===== config.mk =====
export PLATFORM = sky130hd
export DESIGN_NAME = rv32i_dmem_arbiter
export DESIGN_NICKNAME = d
export VERILOG_FILES = /design/src/rtl/rv32i_pkg.sv /design/src/rtl/rv32i_dmem_starve_ctr.sv /design/src/rtl/rv32i_dmem_arbiter.sv
export SDC_FILE = /design/constraint.sdc
export NUM_CORES = 1
export LEC_CHECK = 0
export BUFFER_PORTS_ARGS = -buffer_cell sky130_fd_sc_hd__buf_4
export CAP_MARGIN = 20
export CORE_AREA = 3 3 119 121
export CTS_BUF_LIST = sky130_fd_sc_hd__clkbuf_16
export CTS_CLUSTER_SIZE = 14
export DETAILED_ROUTE_END_ITERATION = 8
export DIE_AREA = 0 0 122 124
export PLACE_DENSITY = 0.47
export SYNTH_ARGS = -nofsm -noshare
export SYNTH_HDL_FRONTEND = slang
export SYNTH_SLANG_ARGS = --single-unit

===== constraint.sdc =====
create_clock -name clk -period 1.5 [get_ports clk]
set_input_delay 0.15 -clock clk [delete_from_list [all_inputs] [get_ports clk]]
set_output_delay 0.15 -clock clk [all_outputs]
set_load 0.01 [all_outputs]

===== src/rtl/rv32i_pkg.sv =====
// rv32i_pkg: shared types and widths for the data-memory arbiter
package rv32i_pkg;
   typedef enum logic {PRI_M0, FORCE_M1} arb_state_t;
   typedef enum logic {OWN_M0, OWN_M1} rd_owner_t;
   localparam int DMEM_ADDR_W = 30;
endpackage


===== src/rtl/rv32i_dmem_starve_ctr.sv =====
// rv32i_dmem_starve_ctr: counts consecutive denied M1 cycles and requests a forced M1 grant
module rv32i_dmem_starve_ctr
   import rv32i_pkg::*;
#(
   parameter int STARVE_LIMIT = 4
) (
   input  logic clk,
   input  logic reset,
   input  logic m1_req,
   input  logic m1_gnt,
   output logic force_m1
);
   logic [3:0] wait_cnt;
   always_ff @(posedge clk or negedge reset)
      if (!reset) wait_cnt <= '0;
      else if (!m1_req || m1_gnt) wait_cnt <= '0;
      else if (wait_cnt != 4'hf) wait_cnt <= wait_cnt + 4'd1;
   assign force_m1 = m1_req && !m1_gnt && wait_cnt == 4'(STARVE_LIMIT - 1);
endmodule


===== src/rtl/rv32i_dmem_arbiter.sv =====
// rv32i_dmem_arbiter: shares the RAM data port between the memory stage (M0) and the loader (M1)
module rv32i_dmem_arbiter
   import rv32i_pkg::*;
#(
   parameter int STARVE_LIMIT = 4,
   parameter int ADDR_W       = DMEM_ADDR_W
) (
   input  logic              clk,
   input  logic              reset,
   input  logic              m0_req,
   input  logic              m0_we,
   input  logic [3:0]        m0_be,
   input  logic [ADDR_W-1:0] m0_addr,
   input  logic [31:0]       m0_wdata,
   output logic              m0_gnt,
   output logic              m0_rvalid,
   output logic [31:0]       m0_rdata,
   input  logic              m1_req,
   input  logic              m1_we,
   input  logic [3:0]        m1_be,
   input  logic [ADDR_W-1:0] m1_addr,
   input  logic [31:0]       m1_wdata,
   output logic              m1_gnt,
   output logic              m1_rvalid,
   output logic [31:0]       m1_rdata,
   output logic              memif_we,
   output logic [3:0]        memif_be,
   output logic [ADDR_W-1:0] memif_addr,
   output logic [31:0]       memif_wdata,
   input  logic [31:0]       memif_rdata
);
   arb_state_t state;
   rd_owner_t  rd_owner;
   logic       rd_pend;
   logic       force_m1;
   logic       g0;
   logic       g1;
   // raw grants feed state; only the outputs are masked while reset is held
   assign g1 = m1_req && (state == FORCE_M1 || !m0_req);
   assign g0 = m0_req && !g1;
   assign m0_gnt = reset && g0;
   assign m1_gnt = reset && g1;
   assign memif_we    = m0_gnt ? m0_we : m1_gnt && m1_we;
   assign memif_be    = m0_gnt ? m0_be : m1_gnt ? m1_be : 4'h0;
   assign memif_addr  = m1_gnt ? m1_addr : m0_addr;
   assign memif_wdata = m1_gnt ? m1_wdata : m0_wdata;
   assign m0_rvalid = rd_pend && rd_owner == OWN_M0;
   assign m1_rvalid = rd_pend && rd_owner == OWN_M1;
   assign m0_rdata  = memif_rdata;
   assign m1_rdata  = memif_rdata;
   rv32i_dmem_starve_ctr #(.STARVE_LIMIT(STARVE_LIMIT)) u_starve (
      .clk      (clk),
      .reset    (reset),
      .m1_req   (m1_req),
      .m1_gnt   (g1),
      .force_m1 (force_m1)
   );
   always_ff @(posedge clk or negedge reset)
      if (!reset) begin
         state    <= PRI_M0;
         rd_pend  <= 1'b0;
         rd_owner <= OWN_M0;
      end else begin
         state    <= (state == PRI_M0 && force_m1) ? FORCE_M1 : PRI_M0;
         rd_pend  <= (g0 && !m0_we) || (g1 && !m1_we);
         rd_owner <= g1 ? OWN_M1 : OWN_M0;
      end
endmodule


==> run summary, run 1 <==
Clock Path Buffers: 2
Synth-to-Final Area Change: 92.1%
Via density: 3.58
Hold Path Depth: 2
status: complete, but fails checks
CORE AREA: 0.0132 mm²
violated checks: negative setup slack
die height: 124 µm
sequential fraction of the synthesis area: 9.40%
CTS tree: built
largest net degree at the start of global routing: 11
PD cells: 454 mW/mm²
top_reg_cell synth: dfrtp_1
antenna viol nets, final: 0
design area: 0.00358 mm²
Netlist cell types: 25
Global Route Usage Sum: 9.45%
Synth Register Bits: 7
reg2reg path depth: 4
Detail Placement HPWL: 7.12 mm
DR WL/cell: 16.7 µm
first-pass GRT wire length: 11.0 mm
ratio of cells with drive above 1 in the final layout: 89.1%
Port Buffer Count: 208
setup repair after global routing missed its margin: true
Initial Util: 14.1%
# IOs: 305
fill count: 1382
diode count: 0
Reg-to-Reg Start: u_starve.wait_cnt[0]$_DFFE_PN0P_
worst setup margin: -0.301 ns
vias in the first global route: 1892
Die Area: 0.0151 mm²
Max Clock Freq: 555 MHz
initial antenna violation count: 0
drt total wl: 8.45 mm
Final Cycle Share: 120%
Num CTS Buffers: 3
Crit Path Max Fanout: 6
clock skew: 0.00198 ns
FP Rows: 42
CP arrival: 1.65 ns
Syn Nets: 340
1st-iter DRT viols: 45
Worst R2R Setup Slack: 0.31 ns
CTS root buffer: clkbuf_16
CTS Sinks: 7
worst slack after detailed placement: -0.108 ns
Max Cap Viol: 0
Cell Area, Synth: 0.00186 mm²
Max-slew headroom: 78.4%
Gate Count Post-Synth: 169
synth warn: 0
Synth Area per Inst: 11.0 µm²
clock transition at the registers of the reported paths: 0.04 ns
crit start category: flip-flop
Setup crit end kind: output pin
drt drc: 0
endpoints failing hold: 0
worst min path class: input port to flip-flop
Leak: 1.97 nW
crit path time final: 1.80 ns
DR vias: 1807
Placer Congestion: 0.723
chip width: 122 µm
Pre-Repair DR Iteration Count: 6
asr flop ratio synth: 100%
min-delay src: m1_we
clk_lat worst skew: 0.23 ns
final net count: 501
Final Max Tran Viols: 0
htree depth: 1
Reg-to-Reg End: u_starve.wait_cnt[1]$_DFFE_PN0P_
Post-DP Area: 0.00318 mm²
Worst Hold End: rd_pend$_DFF_PN0_
grt ovf: 0
# setup viols final: 68
VDD IR-drop max: 0.261 mV
kind of critical path: flip-flop to output pin
CP Data Required Time: 1.35 ns
Tightest Pin Transition: 0.323 ns
Post-synth EDFFs: 0
-- flip-flops by register name, indices dropped and copies added, names as in the netlist --
register / count
rd_owner: 1
rd_pend: 1
state: 1
u_starve.wait_cnt: 4
-- report_power, final --
group	total, mW	leakage (nW)	internal (mW)	switching [mW]
combinational	0.983	1.83	0.658	0.325
sequential	0.200	0.0943	0.196	0.00432
clock	0.444	0.0423	0.346	0.0979
total	1.63	1.97	1.20	0.427
-- critical path: stages, from the launching register on --
cell and delay (ns):
dfrtp_1 0.37, nand2b_4 0.15, nand3_4 0.10, buf_6 0.13
buf_12 0.13, clkinvlp_4 0.13, a22o_1 0.27, buf_6 0.12
-- area by class of cell --
class,instances,area (µm²),area share (%)
sequential,7,175,4.89
inverter,1,7.51,0.210
clock inverter,1,3.75,0.105
multi-input combinational,91,1150,32.0
tap,176,220,6.15
clock buffer,3,75.1,2.10
timing repair buffer,226,1950,54.5
-- synth_stat cells, types with 2 or more instances --
library cell | number | area, µm²
buf_4 | 64 | 480
mux2_4 | 60 | 901
dfrtp_1 | 7 | 175
buf_6 | 6 | 67.6
a22o_1 | 5 | 43.8
nor2_1 | 3 | 11.3
and2_1 | 2 | 12.5
mux2_2 | 2 | 22.5
mux2i_1 | 2 | 20.0
nand3_1 | 2 | 10.0
nand3b_1 | 2 | 15.0
-- worst max path at each step --
stage               startpoint       endpoint  depth (start not counted)
6_report       state$_DFF_PN0_    memif_be[2]                          7
5_1_grt        state$_DFF_PN0_    memif_be[2]                          7
4_1_cts        state$_DFF_PN0_       memif_we                          7
3_3_place_gp   state$_DFF_PN0_    memif_be[0]                          6
3_5_place_dp   state$_DFF_PN0_       memif_we                          6
2_1_floorplan  state$_DFF_PN0_  memif_addr[0]                          4
-- cells in the final DEF (no fill, tap or decap) --
cell / n
buf_6: 35
a31oi_1: 1
nor2b_1: 1
nor2_1: 3
mux2i_1: 2
nand2_1: 1
o21ai_0: 1
and2_1: 2
ha_1: 1
clkbuf_16: 3
nand2b_1: 1
mux2_4: 61
dlygate4sd3_1: 1
buf_16: 2
buf_4: 181
nor4b_1: 1
a21oi_1: 1
xnor2_1: 1
nand2b_4: 1
nand3_1: 2
dfrtp_1: 7
nor3_1: 1
nand3_4: 1
buf_8: 1
buf_12: 6
nand3b_1: 2
clkinvlp_4: 1
nor3b_1: 1
mux2_2: 1
a22o_1: 5
inv_1: 1
-- per-layer routing --
metal	track usage [%]	vias up	wire length [µm]
met4	3.22	0	195
li1	-	848	-
met3	3.68	12	1050
met2	17.2	120	4430
met5	0	-	0
met1	10.0	827	2780
-- logic make-up (layout without fill, tap and decap cells) --
family / after synthesis / count (layout) / share of synthesized area (%)
xor+xnor: 1 / 1 / 0.470
buf+inv: 71 / 231 / 29.6
compound gates: 8 / 8 / 3.22
flops: 7 / 7 / 9.40
fa+ha+maj: 1 / 1 / 0.671
simple gates: 17 / 17 / 6.04
mux: 64 / 64 / 50.6
-- stage by stage --
step | setup TNS [ns] | utilization (%) | total power [mW] | hold WS [ns] | std cells
after detailed placement | -2.64 | 24.1 | 1.10 | 0.112 | 491
after global routing | -19.88 | 27.1 | 1.71 | 0.146 | 505
after global placement | -1.94 | 24.1 | 1.09 | 0.114 | 491
after floorplan | 0 | - | 0.724 | -0.146 | 169
after CTS | -16.04 | 27.4 | 1.66 | 0.145 | 506
final | -14.71 | 27.1 | 1.63 | 0.136 | 505
-- repair_timing --
item	4_1_cts	5_1_grt
endpoints found under the hold margin	7	0
gates cloned	4	0
resized for setup	50	0
pin swaps	6	3
endpoints found under the setup margin	68	68
hold buffers	1	0
buffers inserted	7	1
(Power assumes the default switching activity.)
==> run 2, diff against run 1 <==
--- a/config.mk
+++ b/config.mk
@@ -5,14 +5,15 @@
 export SDC_FILE = /design/constraint.sdc
 export NUM_CORES = 1
 export LEC_CHECK = 0
-export BUFFER_PORTS_ARGS = -buffer_cell sky130_fd_sc_hd__buf_4
+export BUFFER_PORTS_ARGS = -buffer_cell sky130_fd_sc_hd__buf_2
 export CAP_MARGIN = 20
-export CORE_AREA = 3 3 119 121
+export CORE_AREA = 2 2 118 120
 export CTS_BUF_LIST = sky130_fd_sc_hd__clkbuf_16
 export CTS_CLUSTER_SIZE = 14
 export DETAILED_ROUTE_END_ITERATION = 8
-export DIE_AREA = 0 0 122 124
+export DIE_AREA = 0 0 120 122
 export PLACE_DENSITY = 0.47
+export SETUP_SLACK_MARGIN = 0.3
 export SYNTH_ARGS = -nofsm -noshare
 export SYNTH_HDL_FRONTEND = slang
 export SYNTH_SLANG_ARGS = --single-unit
==> run summary, run 2 (synthesized netlist as in run 1, its figures left out) <==
P_sw: 426 µW
Port Buffer Count: 208
htree depth: 1
FP Rows: 43
1st-iter DRT viols: 19
Final Max Tran Viols: 0
CP Data Required Time: 1.35 ns
setup repair after global routing missed its margin: true
clock transition at the registers of the reported paths: 0.04 ns
VDD IR-drop max: 0.411 mV
fill count: 1430
Post-DP Area: 0.00270 mm²
CTS Sinks: 7
largest net degree at the start of global routing: 12
Final Cycle Share: 116%
Initial Util: 13.8%
worst setup margin: -0.236 ns
worst min path class: input port to flip-flop
first-pass GRT wire length: 9.00 mm
Largest Register: u_starve.wait_cnt
kind of critical path: flip-flop to output pin
# setup viols final: 69
total power: 1.55 mW
DR WL met2: 3.57 mm
antenna viol nets, final: 0
worst-path cell chain: nand2b_4 > nand3_4 > buf_12 > clkbuf_16 > mux2_4 > buf_6
CP arrival: 1.59 ns
detailed-routing wirelength on met1: 2.67 mm
Leak: 1.94 nW
Via density: 3.50
Storage cell area: 175 µm²
final net count: 512
met3 WL: 720 µm
violated checks: negative setup slack
uppermost layer routed: met4
chip width: 120 µm
Critical Path Slowest Stage Cell: dfrtp_1
Tightest Pin Transition: 0.342 ns
crit start category: flip-flop
Largest register FFs: 4
CORE AREA: 0.0135 mm²
Num CTS Buffers: 3
initial antenna violation count: 0
crit path time final: 1.74 ns
Setup crit end kind: output pin
status: complete, but fails checks
CTS root buffer: clkbuf_16
Max Cap Viol: 0
grt ovf: 0
endpoints failing hold: 0
most common cell after layout, fill and taps aside: buf_2
Buf+Inv Stages, Crit Path: 3
clock skew: 0.00222 ns
fin util: 25.4%
Placer Congestion: 0.692
Die Area: 0.0146 mm²
# IOs: 305
CTS tree: built
Global Route Usage Sum: 7.89%
ratio of cells with drive above 1 in the final layout: 91.5%
diode count: 0
Max Clock Freq: 576 MHz
sw frac: 27.4%
die height: 122 µm
combinational share of power: 58.5%
Pre-Repair DR Iteration Count: 4
vias in the first global route: 1789
Synth-to-Final Area Change: 84.3%
Internal Power: 1.13 mW
Clock power frac: 28.6%
CP peak stage delay: 0.37 ns
PD cells: 452 mW/mm²
Top delay family on crit path: buffers and inverters
register share of total power: 12.9%
Crit Path Max Fanout: 7
clk_lat worst skew: 0.23 ns
DR WL/cell: 13.4 µm
area of the multi-input gates: 0.00119 mm²
design area: 0.00344 mm²
Max-slew headroom: 77.1%
drt total wl: 6.99 mm
DR vias: 1822
Detail Placement HPWL: 5.68 mm
drt drc: 0
most frequent cells in the layout: buf_2 (155), mux2_4 (62), buf_6 (60), buf_4 (9), dfrtp_1 (7)
Clock Path Buffers: 2
[run 2: cell types whose count changed in the layout (fill, tap and decap cells not counted), sizes merged]
cell and delta:
buf +9, clkbuf +2
[run 2: final timing paths]
path | startpoint | endpoint | slack [ns] | cells past startpoint
max | state$_DFF_PN0_ | memif_wdata[18] | -0.24 | 6
min | m1_we | rd_pend$_DFF_PN0_ | 0.11 | 2
max reg2reg | state$_DFF_PN0_ | state$_DFF_PN0_ | 0.20 | 5
min reg2reg | u_starve.wait_cnt[3]$_DFFE_PN0P_ | state$_DFF_PN0_ | 0.53 | 1
max in group asynchronous | reset | u_starve.wait_cnt[1]$_DFFE_PN0P_ | 0.71 | 3
min in group asynchronous | reset | state$_DFF_PN0_ | 0.53 | 3
[run 2: layout make-up]
type	instances	share of cell area [%]
clock buffer	3	2.18
sequential	7	5.10
inverter	1	0.218
multi-input combinational	91	34.6
clock inverter	1	0.109
tap	180	6.55
timing repair buffer	237	51.3
[run 2: worst register-to-register path: cells and delay by family (launching register included)]
| family | cells | cell delay, ns |
|---|---|---|
| buffers and inverters | 3 | 0.35 |
| flip-flops | 1 | 0.37 |
| AND/OR/NAND/NOR | 2 | 0.49 |
[run 2: metrics by stage]
| step | hold WS [ns] | cells | worst slack [ns] | setup TNS [ns] |
|---|---|---|---|---|
| after CTS | 0.111 | 513 | -0.254 | -15.18 |
| after global routing | 0.119 | 520 | -0.291 | -18.26 |
| final | 0.112 | 520 | -0.236 | -14.37 |
| after floorplan | -0.146 | 169 | 0.204 | 0 |
| after detailed placement | 0.150 | 500 | -0.0301 | -0.168 |
| after global placement | 0.145 | 500 | 0.00426 | 0 |
[run 2: what timing repair did]
action,4_1_cts,5_1_grt
pin swaps,7,7
gates cloned,1,2
endpoints found under the hold margin,7,0
setup buffers,7,5
endpoints found under the setup margin,70,73
hold buffers,1,0
gates resized for setup,19,75
[run 2: metal layers]
metal	up-vias	global-route usage [%]
li1	867	-
met1	828	9.20
met3	8	2.39
met2	119	14.3
met4	0	1.40
met5	-	0
[run 2: power by group through the flow]
stage	sequential [mW]	clock, mW	combinational, mW
5_1_grt	0.201	0.465	0.965
4_1_cts	0.200	0.454	0.760
3_5_place_dp	0.203	0	0.706
3_3_place_gp	0.202	0	0.703
6_report	0.200	0.444	0.910
2_1_floorplan	0.202	0	0.529
==> run 3, diff against run 2 <==
--- a/config.mk
+++ b/config.mk
@@ -7,13 +7,15 @@
 export LEC_CHECK = 0
 export BUFFER_PORTS_ARGS = -buffer_cell sky130_fd_sc_hd__buf_2
 export CAP_MARGIN = 20
-export CORE_AREA = 2 2 118 120
+export CORE_AREA = 2 2 120 122
 export CTS_BUF_LIST = sky130_fd_sc_hd__clkbuf_16
 export CTS_CLUSTER_SIZE = 14
 export DETAILED_ROUTE_END_ITERATION = 8
-export DIE_AREA = 0 0 120 122
+export DIE_AREA = 0 0 122 124
+export GPL_ROUTABILITY_DRIVEN = 0
 export PLACE_DENSITY = 0.47
 export SETUP_SLACK_MARGIN = 0.3
 export SYNTH_ARGS = -nofsm -noshare
 export SYNTH_HDL_FRONTEND = slang
+export SYNTH_HIERARCHICAL = 1
 export SYNTH_SLANG_ARGS = --single-unit
==> constraint.sdc (replaced) <==
create_clock -name clk -period 1.8 [get_ports clk]
set_input_delay 0.18 -clock clk [delete_from_list [all_inputs] [get_ports clk]]
set_output_delay 0.18 -clock clk [all_outputs]
set_load 0.01 [all_outputs]
==> run summary, run 3 <==
ratio of cells with drive above 1 in the final layout: 89.5%
htree depth: 1
kind of critical path: flip-flop to output pin
CTS root buffer: clkbuf_16
Max Cap Viol: 0
Via density: 3.71
top_reg_cell synth: dfrtp_1
Initial Util: 14.5%
Gate Count Post-Synth: 184
Cell Area, Synth: 0.00199 mm²
Hold Path Depth: 2
Largest Register: u_starve/wait_cnt
Post-synth top cells: buf_4 (64), mux2_4 (59), nand2_1 (13), dfrtp_1 (7)
drt drc: 0
top-count cell post-synth: buf_4
fill count: 1466
total power: 1.35 mW
Worst Hold End: rd_pend$_DFF_PN0_
endpoints failing hold: 0
Synth Area per Inst: 10.8 µm²
clock transition at the registers of the reported paths: 0.04 ns
CTS tree: built
Final Cycle Share: 106%
initial antenna violation count: 0
worst slack after detailed placement: 0.0981 ns
clk_lat worst skew: 0.23 ns
die height: 124 µm
Pre-Repair DR Iteration Count: 4
Global Route Usage Sum: 8.88%
# setup viols final: 53
setup repair after global routing missed its margin: true
violated checks: negative setup slack
largest family of logic cells by synthesized area: multiplexers
FP Rows: 43
min-delay src: m0_we
Max-slew headroom: 76.9%
Post-Synth XOR/XNOR Area: 0%
Max Clock Freq: 525 MHz
clock skew: 0.00305 ns
grt ovf: 0
VDD IR-drop max: 0.642 mV
# IOs: 305
Syn Nets: 355
post-synth top area cell: mux2_4
final net count: 515
Synth-to-Final Area Change: 77.2%
Final Max Tran Viols: 0
Post-synth EDFFs: 0
Tightest Pin Transition: 0.346 ns
DR vias: 1941
1st-iter DRT viols: 18
CP Data Required Time: 1.62 ns
top cell type's share of synthesized area: 44.4%
Worst R2R Setup Slack: 0.38 ns
Synth Register Bits: 7
worst setup margin: -0.105 ns
drt total wl: 7.80 mm
synth warn: 6
Synth Area in Adders: 0.628%
antenna viol nets, final: 0
Netlist cell types: 28
DR WL/cell: 14.9 µm
Reg-to-Reg End: state$_DFF_PN0_
vias in the first global route: 1973
largest net degree at the start of global routing: 18
Storage cell area: 175 µm²
CTS Sinks: 7
Crit Path Max Fanout: 8
asr flop ratio synth: 100%
most common cell after layout, fill and taps aside: buf_2
chip width: 122 µm
CP arrival: 1.72 ns
multiplexer share of the synthesized area: 46.6%
Port Buffer Count: 208
PD cells: 384 mW/mm²
worst min path class: input port to flip-flop
largest cells by area after synthesis: mux2_4 (44%), buf_4 (24%), dfrtp_1 (8.8%)
Synth Area in Simple Gates: 9.17%
Leak: 1.84 nW
status: complete, but fails checks
compound-gate portion of the synthesized area: 3.52%
Die Area: 0.0151 mm²
Detail Placement HPWL: 5.96 mm
Num CTS Buffers: 3
crit path time final: 1.90 ns
reg2reg path depth: 7
CORE AREA: 0.0137 mm²
most frequent cells in the layout: buf_2 (146), buf_6 (64), mux2_4 (62), nand2_1 (10), dfrtp_1 (7)
area of the multi-input gates: 0.00127 mm²
Setup crit end kind: output pin
Largest register FFs: 4
first-pass GRT wire length: 10.4 mm
sequential fraction of the synthesis area: 8.79%
Clock Path Buffers: 2
Reg-to-Reg Start: state$_DFF_PN0_
crit start category: flip-flop
diode count: 0
## run 3: cell count changes in the layout (fill, tap and decap cells not counted), moves of 3 or more
cell     delta
buf_4       -5
nand2_1     +9
buf_16      +4
a22o_1      -5
buf_8       -4
o22ai_2     +5
buf_6       +4
nand2_4     +3
buf_2       -9
## run 3: timing repair
item                       CTS  global route
hold endpoints to repair     7             0
cloned                       4             2
hold buffers                 1             0
pin swaps                    1             5
buffers inserted             6             1
setup endpoints to repair   64            69
resized for setup           79            15
## run 3: layout make-up
| cell class | instances | area share [%] |
|---|---|---|
| inverters | 1 | 0.106 |
| well taps | 180 | 6.38 |
| repair buffers | 227 | 50.2 |
| clock buffers | 3 | 2.13 |
| clock inverters | 1 | 0.106 |
| multi-input cells | 104 | 36.1 |
| flip-flops and latches | 7 | 4.96 |
## run 3: worst max-delay path by stage
stage / endpoint / from / slack, ns
after global placement: memif_addr[0] / state$_DFF_PN0_ / 0.17
final: memif_wdata[6] / state$_DFF_PN0_ / -0.10
after global routing: memif_wdata[4] / state$_DFF_PN0_ / -0.15
after floorplan: memif_wdata[22] / state$_DFF_PN0_ / 0.34
after detailed placement: memif_addr[0] / state$_DFF_PN0_ / 0.1
after CTS: memif_wdata[19] / state$_DFF_PN0_ / -0.12
## run 3: critical path, stage by stage (launching register included)
cell and delay [ns]:
dfrtp_1 0.37, nand2b_4 0.14, and3_4 0.18, buf_12 0.13, buf_6 0.11, buf_16 0.14, mux2_4 0.30, buf_6 0.12
## run 3: power by group
part           total (mW)  leakage, nW  internal [mW]  switching, mW
sequential          0.173       0.0934          0.165        0.00709
clock               0.375       0.0423          0.289         0.0857
combinational       0.808         1.70          0.516          0.292
## run 3: stage by stage
stage | hold WS (ns) | TNS, ns | instance area [µm²] | instances | utilization [%]
6_report | 0.193 | -2.12 | 3530 | 523 | 25.7
5_1_grt | 0.184 | -5.28 | 3530 | 523 | 25.7
4_1_cts | 0.189 | -2.34 | 3400 | 520 | 24.8
3_5_place_dp | 0.157 | 0 | 2700 | 505 | 19.7
3_3_place_gp | 0.156 | 0 | 2700 | 505 | 19.7
2_1_floorplan | -0.116 | 0 | 1990 | 184 | -
## run 3: cells by family (layout without fill, tap and decap cells)
kind of cell / after synthesis / after routing
mux: 63 / 63
fa+ha+maj: 1 / 1
simple gates: 30 / 30
buf+inv: 73 / 232
flops: 7 / 7
compound gates: 10 / 10
## run 3: per-layer routing
metal | wire length (µm) | global-route usage (%)
met3 | 995 | 2.84
met4 | 0 | 1.22
met5 | 0 | 0
met1 | 3020 | 10.6
met2 | 3780 | 15.9
